$ cat config.mk
export PLATFORM = sky130hd
export DESIGN_NAME = scan_dump_ctrl_flat
export DESIGN_NICKNAME = d
export VERILOG_FILES = /design/src/rtl/scan_dump_ctrl_if.sv /design/src/rtl/scan_dump_ctrl.sv /design/src/flat_wrapper.sv
export SDC_FILE = /design/constraint.sdc
export NUM_CORES = 1
export LEC_CHECK = 0
export CORE_AREA = 5 5 82 84
export CTS_CLUSTER_DIAMETER = 60
export DETAILED_ROUTE_END_ITERATION = 16
export DIE_AREA = 0 0 87 89
export HOLD_SLACK_MARGIN = 0.15
export PLACE_DENSITY = 0.73
export REMOVE_ABC_BUFFERS = 1
export SYNTH_ARGS = -nofsm -noshare
export SYNTH_HDL_FRONTEND = slang
export SYNTH_SLANG_ARGS = --single-unit
$ cat constraint.sdc
create_clock -name clk -period 1.8 [get_ports clk]
set_clock_uncertainty 0.2 [all_clocks]
set_input_delay 0.36 -clock clk [delete_from_list [all_inputs] [get_ports clk]]
set_output_delay 0.36 -clock clk [all_outputs]
set_load 0.01 [all_outputs]
$ cat src/rtl/scan_dump_ctrl_if.sv
// Request, word-stream and commit handshakes between the scan-dump controller and DFT readout.
// master = controller side, slave = requester/readout side.
interface scan_dump_ctrl_if #(
  parameter int WORD_W = 32,
  parameter int CH_W   = 1
);
  logic              op_val;
  logic [CH_W-1:0]   op_ch;
  logic              op_ack;
  logic [WORD_W-1:0] out_data;
  logic              out_valid;
  logic              out_ready;
  logic              out_last;
  logic              commit;
  logic              commit_ack;

  modport master (
    input  op_val, op_ch, out_ready, commit_ack,
    output op_ack, out_data, out_valid, out_last, commit
  );

  modport slave (
    output op_val, op_ch, out_ready, commit_ack,
    input  op_ack, out_data, out_valid, out_last, commit
  );
endinterface

$ cat src/rtl/scan_dump_ctrl.sv
// Freezes the DUT, shifts one scan chain out LSB-first and packs it into WORD_W-bit stream words.
// Define SCAN_RESTORE_EN to recirculate the chain so the dump is non-destructive.
module scan_dump_ctrl #(
  parameter int CHAIN_LEN = 64,
  parameter int WORD_W    = 32,
  parameter int NUM_CH    = 2
) (
  input  logic                clk,
  input  logic                reset,
  scan_dump_ctrl_if.master    bus,
  output logic                dut_hold,
  output logic                busy,
  output logic [NUM_CH-1:0]   scan_en,
  input  logic [NUM_CH-1:0]   scan_out_i,
  output logic [NUM_CH-1:0]   scan_in_o
);
  localparam int CH_W  = (NUM_CH > 1) ? $clog2(NUM_CH) : 1;
  localparam int CNT_W = $clog2(CHAIN_LEN + 1);
  localparam int WP_W  = (WORD_W > 1) ? $clog2(WORD_W) : 1;

  typedef enum logic [1:0] {IDLE, SHIFT, OUT, COMMIT} state_t;

  state_t            state, state_nxt;
  logic [CH_W-1:0]   ch;
  logic [CNT_W-1:0]  bit_cnt;
  logic [WP_W-1:0]   wpos;
  logic [WORD_W-1:0] word;
  logic              ack_q;
  logic [NUM_CH-1:0] sel;
  logic              sample_bit;
  logic              word_done;
  logic              last_bit;
  logic              chain_done;

  // An out-of-range channel selects nothing: no shift enable and zero data.
  always_comb begin
    sel = '0;
    for (int i = 0; i < NUM_CH; i++) sel[i] = (32'(ch) == i);
  end

  assign sample_bit = |(sel & scan_out_i);
  assign word_done  = (wpos == WP_W'(WORD_W - 1));
  assign last_bit   = (bit_cnt == CNT_W'(CHAIN_LEN - 1));
  assign chain_done = (bit_cnt == CNT_W'(CHAIN_LEN));

  assign bus.op_ack   = ack_q;
  assign bus.out_data = word;

  always_ff @(posedge clk) begin
    if (reset) state <= IDLE;
    else       state <= state_nxt;
  end

  always_comb begin
    state_nxt     = state;
    busy          = 1'b0;
    dut_hold      = 1'b0;
    scan_en       = '0;
    scan_in_o     = '0;
    bus.out_valid = 1'b0;
    bus.out_last  = 1'b0;
    bus.commit    = 1'b0;
    case (state)
      IDLE: begin
        if (bus.op_val) state_nxt = SHIFT;
      end
      SHIFT: begin
        busy     = 1'b1;
        dut_hold = 1'b1;
        scan_en  = sel;
`ifdef SCAN_RESTORE_EN
        scan_in_o = sel & scan_out_i;
`else
        scan_in_o = '0;
`endif
        if (word_done || last_bit) state_nxt = OUT;
      end
      OUT: begin
        busy          = 1'b1;
        dut_hold      = 1'b1;
        bus.out_valid = 1'b1;
        bus.out_last  = chain_done;
        if (bus.out_ready) state_nxt = chain_done ? COMMIT : SHIFT;
      end
      COMMIT: begin
        busy       = 1'b1;
        dut_hold   = 1'b1;
        bus.commit = 1'b1;
        if (bus.commit_ack) state_nxt = IDLE;
      end
      default: state_nxt = IDLE;
    endcase
  end

  always_ff @(posedge clk) begin
    if (reset) begin
      ch      <= '0;
      bit_cnt <= '0;
      wpos    <= '0;
      word    <= '0;
      ack_q   <= 1'b0;
    end else begin
      ack_q <= (state == IDLE) && bus.op_val;
      case (state)
        IDLE: begin
          if (bus.op_val) begin
            ch      <= bus.op_ch;
            bit_cnt <= '0;
            wpos    <= '0;
            word    <= '0;
          end
        end
        SHIFT: begin
          word[wpos] <= sample_bit;
          bit_cnt    <= bit_cnt + 1'b1;
          wpos       <= wpos + 1'b1;
        end
        OUT: begin
          // Cleared only after handshake so the word stays stable under backpressure.
          if (bus.out_ready && !chain_done) begin
            wpos <= '0;
            word <= '0;
          end
        end
        default: ;
      endcase
    end
  end
endmodule
$ cat src/flat_wrapper.sv
// flat-port wrapper written by rule: the top's interface ports become plain ports
module scan_dump_ctrl_flat 
#(
  parameter int CHAIN_LEN = 64,
  parameter int WORD_W    = 32,
  parameter int NUM_CH    = 2
)
  (clk, reset, dut_hold, busy, scan_en, scan_out_i, scan_in_o, bus_op_val, bus_op_ch, bus_out_ready, bus_commit_ack, bus_op_ack, bus_out_data, bus_out_valid, bus_out_last, bus_commit);
  scan_dump_ctrl_if #(.WORD_W(WORD_W)) bus_i ();
  input  logic clk;
  input  logic reset;
  output logic dut_hold;
  output logic busy;
  output logic [NUM_CH-1:0] scan_en;
  input  logic [NUM_CH-1:0] scan_out_i;
  output logic [NUM_CH-1:0] scan_in_o;
  input wire logic [$bits(bus_i.op_val)-1:0] bus_op_val;
  input wire logic [$bits(bus_i.op_ch)-1:0] bus_op_ch;
  input wire logic [$bits(bus_i.out_ready)-1:0] bus_out_ready;
  input wire logic [$bits(bus_i.commit_ack)-1:0] bus_commit_ack;
  output wire logic [$bits(bus_i.op_ack)-1:0] bus_op_ack;
  output wire logic [$bits(bus_i.out_data)-1:0] bus_out_data;
  output wire logic [$bits(bus_i.out_valid)-1:0] bus_out_valid;
  output wire logic [$bits(bus_i.out_last)-1:0] bus_out_last;
  output wire logic [$bits(bus_i.commit)-1:0] bus_commit;
  assign bus_i.op_val = bus_op_val;
  assign bus_i.op_ch = bus_op_ch;
  assign bus_i.out_ready = bus_out_ready;
  assign bus_i.commit_ack = bus_commit_ack;
  assign bus_op_ack = bus_i.op_ack;
  assign bus_out_data = bus_i.out_data;
  assign bus_out_valid = bus_i.out_valid;
  assign bus_out_last = bus_i.out_last;
  assign bus_commit = bus_i.commit;
  scan_dump_ctrl #(.CHAIN_LEN(CHAIN_LEN), .WORD_W(WORD_W), .NUM_CH(NUM_CH)) u_core (.clk(clk), .reset(reset), .bus(bus_i), .dut_hold(dut_hold), .busy(busy), .scan_en(scan_en), .scan_out_i(scan_out_i), .scan_in_o(scan_in_o));
endmodule
* Yosys cells after proc, flatten, opt, wreduce, memory -nomap -nowiden
Index checks and enable logic that the tools add are counted.
** Word-level totals
- Output and inout port bits :: 42
- Logic and storage cells :: 59
- Register bits :: 48
- Input bits :: 8
** Operators by class
- Equal/unequal tests :: 11
- Bitwise operators :: 2
- Reduce and logical (&&, ||, !) cells :: 14
- Magnitude comparators :: 2
- Multiplexer cells :: 22
- Add/sub/neg operators :: 2
** Operators with widths (count)
- 32-bit case mux with 3 select lines :: 1
- 32-bit two-way mux :: 2
- 32-bit bitwise mux :: 1
- 5-bit case mux with 3 select lines :: 1
- 7-bit case mux with 2 select lines :: 1
- 2-bit two-way mux :: 6
- 5-bit two-way mux :: 2
- 2-bit case mux with 4 select lines :: 1
- 7-bit by 1-bit adder with 7-bit output (second input constant) :: 1
- 7-bit by 6-bit == test with 1-bit output (second input constant) :: 1
- 7-bit == test (second input constant) :: 1
- 7-bit two-way mux :: 1
- 5-bit by 6-bit less-than comparator with 1-bit output (second input constant) :: 1
- 2-bit inequality test (second input constant) :: 3
- 5-bit by 1-bit adder with 5-bit output (second input constant) :: 1
- 1-bit demux with 5-bit select :: 1
- 5-bit == test (second input constant) :: 1
- 5-bit by 1-bit >= comparator with 1-bit output (second input constant) :: 1
- 1-bit two-way mux :: 5
- 2-bit == test (second input constant) :: 2
- 2-bit by 1-bit inequality test with 1-bit output (second input constant) :: 2
- 2-bit AND reduction :: 2
- 4-bit AND reduction :: 1
- 1-bit logical AND :: 3
- other kinds (11) :: 11

* Logic depth before layout (Yosys ltp)
Gate-level depths: netlist of the first run.
- Word-level depth :: 6
- Mapped depth :: 9
- Gate-level depth less buffers :: 8

* Worst setup path after synthesis of the first run
Ideal clock, no wire load.
- Kind :: reg-to-reg
- Start point :: register u_core.bit_cnt[0]
- End point :: register u_core.word[0], in the netlist u_core.bus.out_data[0]
- Arrival time :: 1572 ps
- Path slack :: -105 ps
- Library setup time :: 133 ps
- Stages on the path, launching flop included :: 9
- Data required time :: 1467 ps
- Path buffers :: 2
- Clock period less this slack :: 1905 ps
- Cell sequence :: dfxtp_1 inv_1 ha_1 nor2b_1 a211o_1 buf_4 a21oi_4 buf_6 o221ai_1
** On the way
- Cells in the longest elaborated chain, start to end :: 5
** RTL lines
- start: declaration :: RTL line scan_dump_ctrl.sv:25 : logic [CNT_W-1:0] bit_cnt;
- start signal: assignment :: RTL line scan_dump_ctrl.sv:115 : bit_cnt <= bit_cnt + 1'b1;
- 7-bit == test :: RTL line scan_dump_ctrl.sv:44 : assign chain_done = (bit_cnt == CNT_W'(CHAIN_LEN));
- 1-bit zero test :: RTL line scan_dump_ctrl.sv:120 : if (bus.out_ready && !chain_done) begin
- 1-bit logical AND :: RTL line scan_dump_ctrl.sv:120
- 2-bit by 1-bit inequality test with 1-bit output (no line)
- 3-bit AND reduction (no line)
- end signal: indexed assignment :: RTL line scan_dump_ctrl.sv:114 : word[wpos] <= sample_bit;
- end: declaration :: RTL line scan_dump_ctrl.sv:27 : logic [WORD_W-1:0] word;
No other way between the ends.
A chain may end at the register's enable or synchronous reset.

* Worst setup path in the final report of the first run
- Start point :: register u_core.bit_cnt[0]
- End point :: register u_core.word[2], in the netlist u_core.bus.out_data[2]
Same word-level chain as after synthesis.

==> out/summary.log, run 1 <==
INFO  status         status=finished with violations
INFO  status         violations=setup timing
INFO  logic_synthesis post_synth_edffs=0
INFO  drt            drt-initial-drc-count=314
INFO  die            die_extent_in_x=87um
INFO  setup_path     crit_type=register to register
INFO  drt            dr_vias_cell=5.82
INFO  final_layout   final.fill_count=440
INFO  global_routing grt_max_degree=28
INFO  setup_path     crit_fanout=8
INFO  logic_synthesis ys_seq_area_share=37.1%
INFO  final_layout   relative_area_change_from_synthesis_to_final_layout=55.8%
INFO  clock_tree     insertion_delay=310ps
INFO  logic_synthesis synth_adder_area_share=3.38%
INFO  setup_path     crit_path_required_time=1800ps
INFO  drt            finalWirelength=8.60mm
INFO  final_layout   final_non_filler_cell_area=4040um^2
INFO  global_routing grt_pass1_wl=13.4mm
INFO  final_layout   final_layout_size_suffix_gt1_share=36.5%
INFO  final_layout   layout.core_utilization=69.1%
INFO  die            core_region_area=5850um^2
INFO  setup_path     worst_ep_arrival_time=1960ps
INFO  die            floorplan.die_area=7740um^2
INFO  clock_tree     clkSlewWorstSetupHoldPaths=90ps
INFO  timing         finalSetupViolations=23
INFO  logic_synthesis syn_area_per_cell=8.31um^2
INFO  power_and_ir_drop fin_total_pwr=2.38mW
INFO  timing         hold_slack=247ps
INFO  timing         highest_clock_rate=510MHz
INFO  power_and_ir_drop static-leakage-power=1.71nW
INFO  logic_synthesis synthDominantAreaCellType=sky130_fd_sc_hd__dfxtp_1
INFO  final_layout   stdcell_count=491
INFO  clock_tree     cts_buf_count=5
INFO  timing         setup_ws=-160ps
INFO  setup_path     cp_num_buf_inv=3
INFO  setup_path     setup.worst_path.end_class=register
INFO  timing         min_period_over_period=109%
INFO  logic_synthesis yosys.area.top_type_share=37.1%
INFO  timing         rsz0062_at_grt=yes
INFO  logic_synthesis synth_compound_area_share=26.6%
INFO  die            die_height=89um
INFO  timing         finalCriticalPeriod=1960ps
INFO  min_path       holdCritPathClass=register to register
INFO  logic_synthesis mux_share_of_post_synthesis_cell_area=2.80%
INFO  placement      cell_area_reported_after_detailed_placement=3560um^2
INFO  logic_synthesis syn_inst=312
INFO  logic_synthesis yosys_most_used_dff=sky130_fd_sc_hd__dfxtp_1
INFO  clock_tree     cts.htree.levels=2
INFO  logic_synthesis synth-async-reset-ratio=0%
INFO  timing         totalNegativeSetupSlack=-2500ps
INFO  drt            route.vias.total=2859
INFO  global_routing initial_antenna_violation_count=0
INFO  setup_path     worst_path_largest_cell_delay=360ps
INFO  logic_synthesis yosys.area_share.xor_xnor=0%
INFO  logic_synthesis synthTopCellsByCount=sky130_fd_sc_hd__dfxtp_1, sky130_fd_sc_hd__nand2_1, sky130_fd_sc_hd__nor2_1
INFO  setup_path     worstPathCellList=inv_2 > ha_4 > nor2b_4 > buf_6 > a211o_4 > a21oi_4 > clkbuf_16 > o221ai_4
INFO  setup_path     setup.worst_path.start_class=register
INFO  run            cap_viol_max_count=0
INFO  final_layout   finish.net_count=430
INFO  die            initial_utilization=44.3%
INFO  logic_synthesis synth_most_common_cell=sky130_fd_sc_hd__dfxtp_1
INFO  clock_tree     cts_buffer_depth=2
INFO  global_routing gr-total-overflow=0
INFO  clock_tree     cts_tree=yes
INFO  clock_tree     clock_sink_count=48
INFO  logic_synthesis syn_area=2590um^2
INFO  power_and_ir_drop ir_drop=0.000294V
INFO  logic_synthesis yosys.area_share.simple=22.2%
INFO  placement      preCtsSetupSlack=-493ps
INFO  die            row_count=28
INFO  placement      placement.io_buffers=47
INFO  global_routing grtUsageTotal=21.8%
INFO  logic_synthesis synth.area.top_cells=sky130_fd_sc_hd__dfxtp_1, sky130_fd_sc_hd__nand2_1, sky130_fd_sc_hd__a211o_1
INFO  logic_synthesis synth_top_family_by_area=compound AO/OA/AOI/OAI gates
INFO  drt            drt_drc_violations_left=0
INFO  power_and_ir_drop power_per_cell_area=588nW/um^2
INFO  die            design.portCount=50
INFO  logic_synthesis ys_ff_latch=48
INFO  logic_synthesis post_synth_num_cell_types=53
INFO  placement      gp_congestion=0.864
INFO  drt            antenna_violating_nets_post_route=0
INFO  timing         report.final.slew_viol_count=0
INFO  placement      place_hpwl=5.50mm
INFO  setup_path     critical_path.slowest_cell=sky130_fd_sc_hd__a211o_4
INFO  logic_synthesis synthesis.yosys.warnings=0
INFO  clock_tree     cts_root_buffer=sky130_fd_sc_hd__clkbuf_8
INFO  placement      placedCellCount=474
INFO  drt            drt_first_pass_iters=4
INFO  global_routing first_global_vias=2877
INFO  drt            routed_wire_length_per_instance=17.5um
INFO  final_layout   insertedDiodeCount=0
INFO  setup_path     worst_path_top_cell_family_by_delay=compound AO/OA/AOI/OAI gates
INFO  timing         final_hold_viol_count=0
sequential cells by signal, indices dropped and copies added, names as in the netlist:
register             flops
u_core.bit_cnt           7
u_core.bus.out_data     32
u_core.ch                1
u_core.wpos              5
u_core.state             2
u_core.bus.op_ack        1
area by class of cell:
cell class	count	area (um^2)	share of cell area, %
multi-input combinational	223	1650	40.7
timing repair buffer	126	1160	28.8
sequential	48	971	24.0
clock buffer	7	96.3	2.38
tap	75	93.8	2.32
inverter	11	41.3	1.02
clock inverter	1	30.0	0.743
cells in the final DEF, fill, tap and decap left out, types with 5 or more instances in the layout:
cell	Yosys	layout
sky130_fd_sc_hd__inv_1	11	7
sky130_fd_sc_hd__a211oi_2	0	5
sky130_fd_sc_hd__dfxtp_1	48	42
sky130_fd_sc_hd__dlymetal6s2s_1	0	10
sky130_fd_sc_hd__o221ai_2	0	8
sky130_fd_sc_hd__nand2_1	39	38
sky130_fd_sc_hd__o21ai_1	1	8
sky130_fd_sc_hd__a21oi_1	10	9
sky130_fd_sc_hd__a31oi_1	7	7
sky130_fd_sc_hd__a32o_1	9	9
sky130_fd_sc_hd__nor2_1	25	22
sky130_fd_sc_hd__o21ai_0	13	5
sky130_fd_sc_hd__a211o_1	13	12
sky130_fd_sc_hd__nand4_1	6	6
sky130_fd_sc_hd__buf_4	4	68
sky130_fd_sc_hd__nor2b_1	9	6
sky130_fd_sc_hd__nand3_1	12	10
sky130_fd_sc_hd__dfxtp_2	0	5
sky130_fd_sc_hd__clkbuf_8	0	7
sky130_fd_sc_hd__clkdlybuf4s50_1	0	30
sky130_fd_sc_hd__buf_6	2	9
worst min-delay path: stages, from the launching register on:
cell	delay, ps
sky130_fd_sc_hd__dfxtp_1	320
sky130_fd_sc_hd__nand2_1	50
sky130_fd_sc_hd__o21ai_1	50
final timing paths:
kind         depth (start not counted)                       to                     from  slack (ps)
min reg2reg                          2  u_core.bus.out_data[25]  u_core.bus.out_data[25]         250
max                                  8   u_core.bus.out_data[2]        u_core.bit_cnt[0]        -160
min                                  2  u_core.bus.out_data[25]  u_core.bus.out_data[25]         250
max reg2reg                          8   u_core.bus.out_data[2]        u_core.bit_cnt[0]        -160
power breakdown:
| part | internal [mW] | total (mW) | switching [mW] | leakage [nW] |
|---|---|---|---|---|
| Sequential | 1.07 | 1.08 | 0.0101 | 0.390 |
| Combinational | 0.204 | 0.418 | 0.214 | 1.25 |
| Clock | 0.491 | 0.876 | 0.385 | 0.0645 |
| Total | 1.77 | 2.38 | 0.610 | 1.71 |
metal layers:
layer / share of wire, % / track usage, %
met5: 0 / 0
met4: 4.0 / 11.9
met3: 6.4 / 4.61
met2: 50 / 36.9
met1: 40 / 25.9
what timing repair did:
action                                  in CTS  in global routing
endpoints found under the setup margin      43                 50
cloned                                       1                  1
resized for setup                           70                 39
pin swaps                                   16                 10
buffers inserted                             6                  1
hold buffers                                 0                  0
cells by family (layout without fill, tap and decap cells):
| family | count (synthesis) | in the layout |
|---|---|---|
| simple gates | 116 | 117 |
| compound gates | 90 | 90 |
| flops | 48 | 48 |
| buf+inv | 43 | 145 |
| fa+ha+maj | 7 | 7 |
| mux | 7 | 7 |
| other cells | 1 | 2 |
No activity file was read; power rests on OpenSTA's default activity.
==> run 2, diff against run 1 <==
- CAP_MARGIN: default -> 20
- SLEW_MARGIN: default -> 10
==> results of run 2 <==
Same layout as run 1: the final DEF is identical, and so are final timing and power.
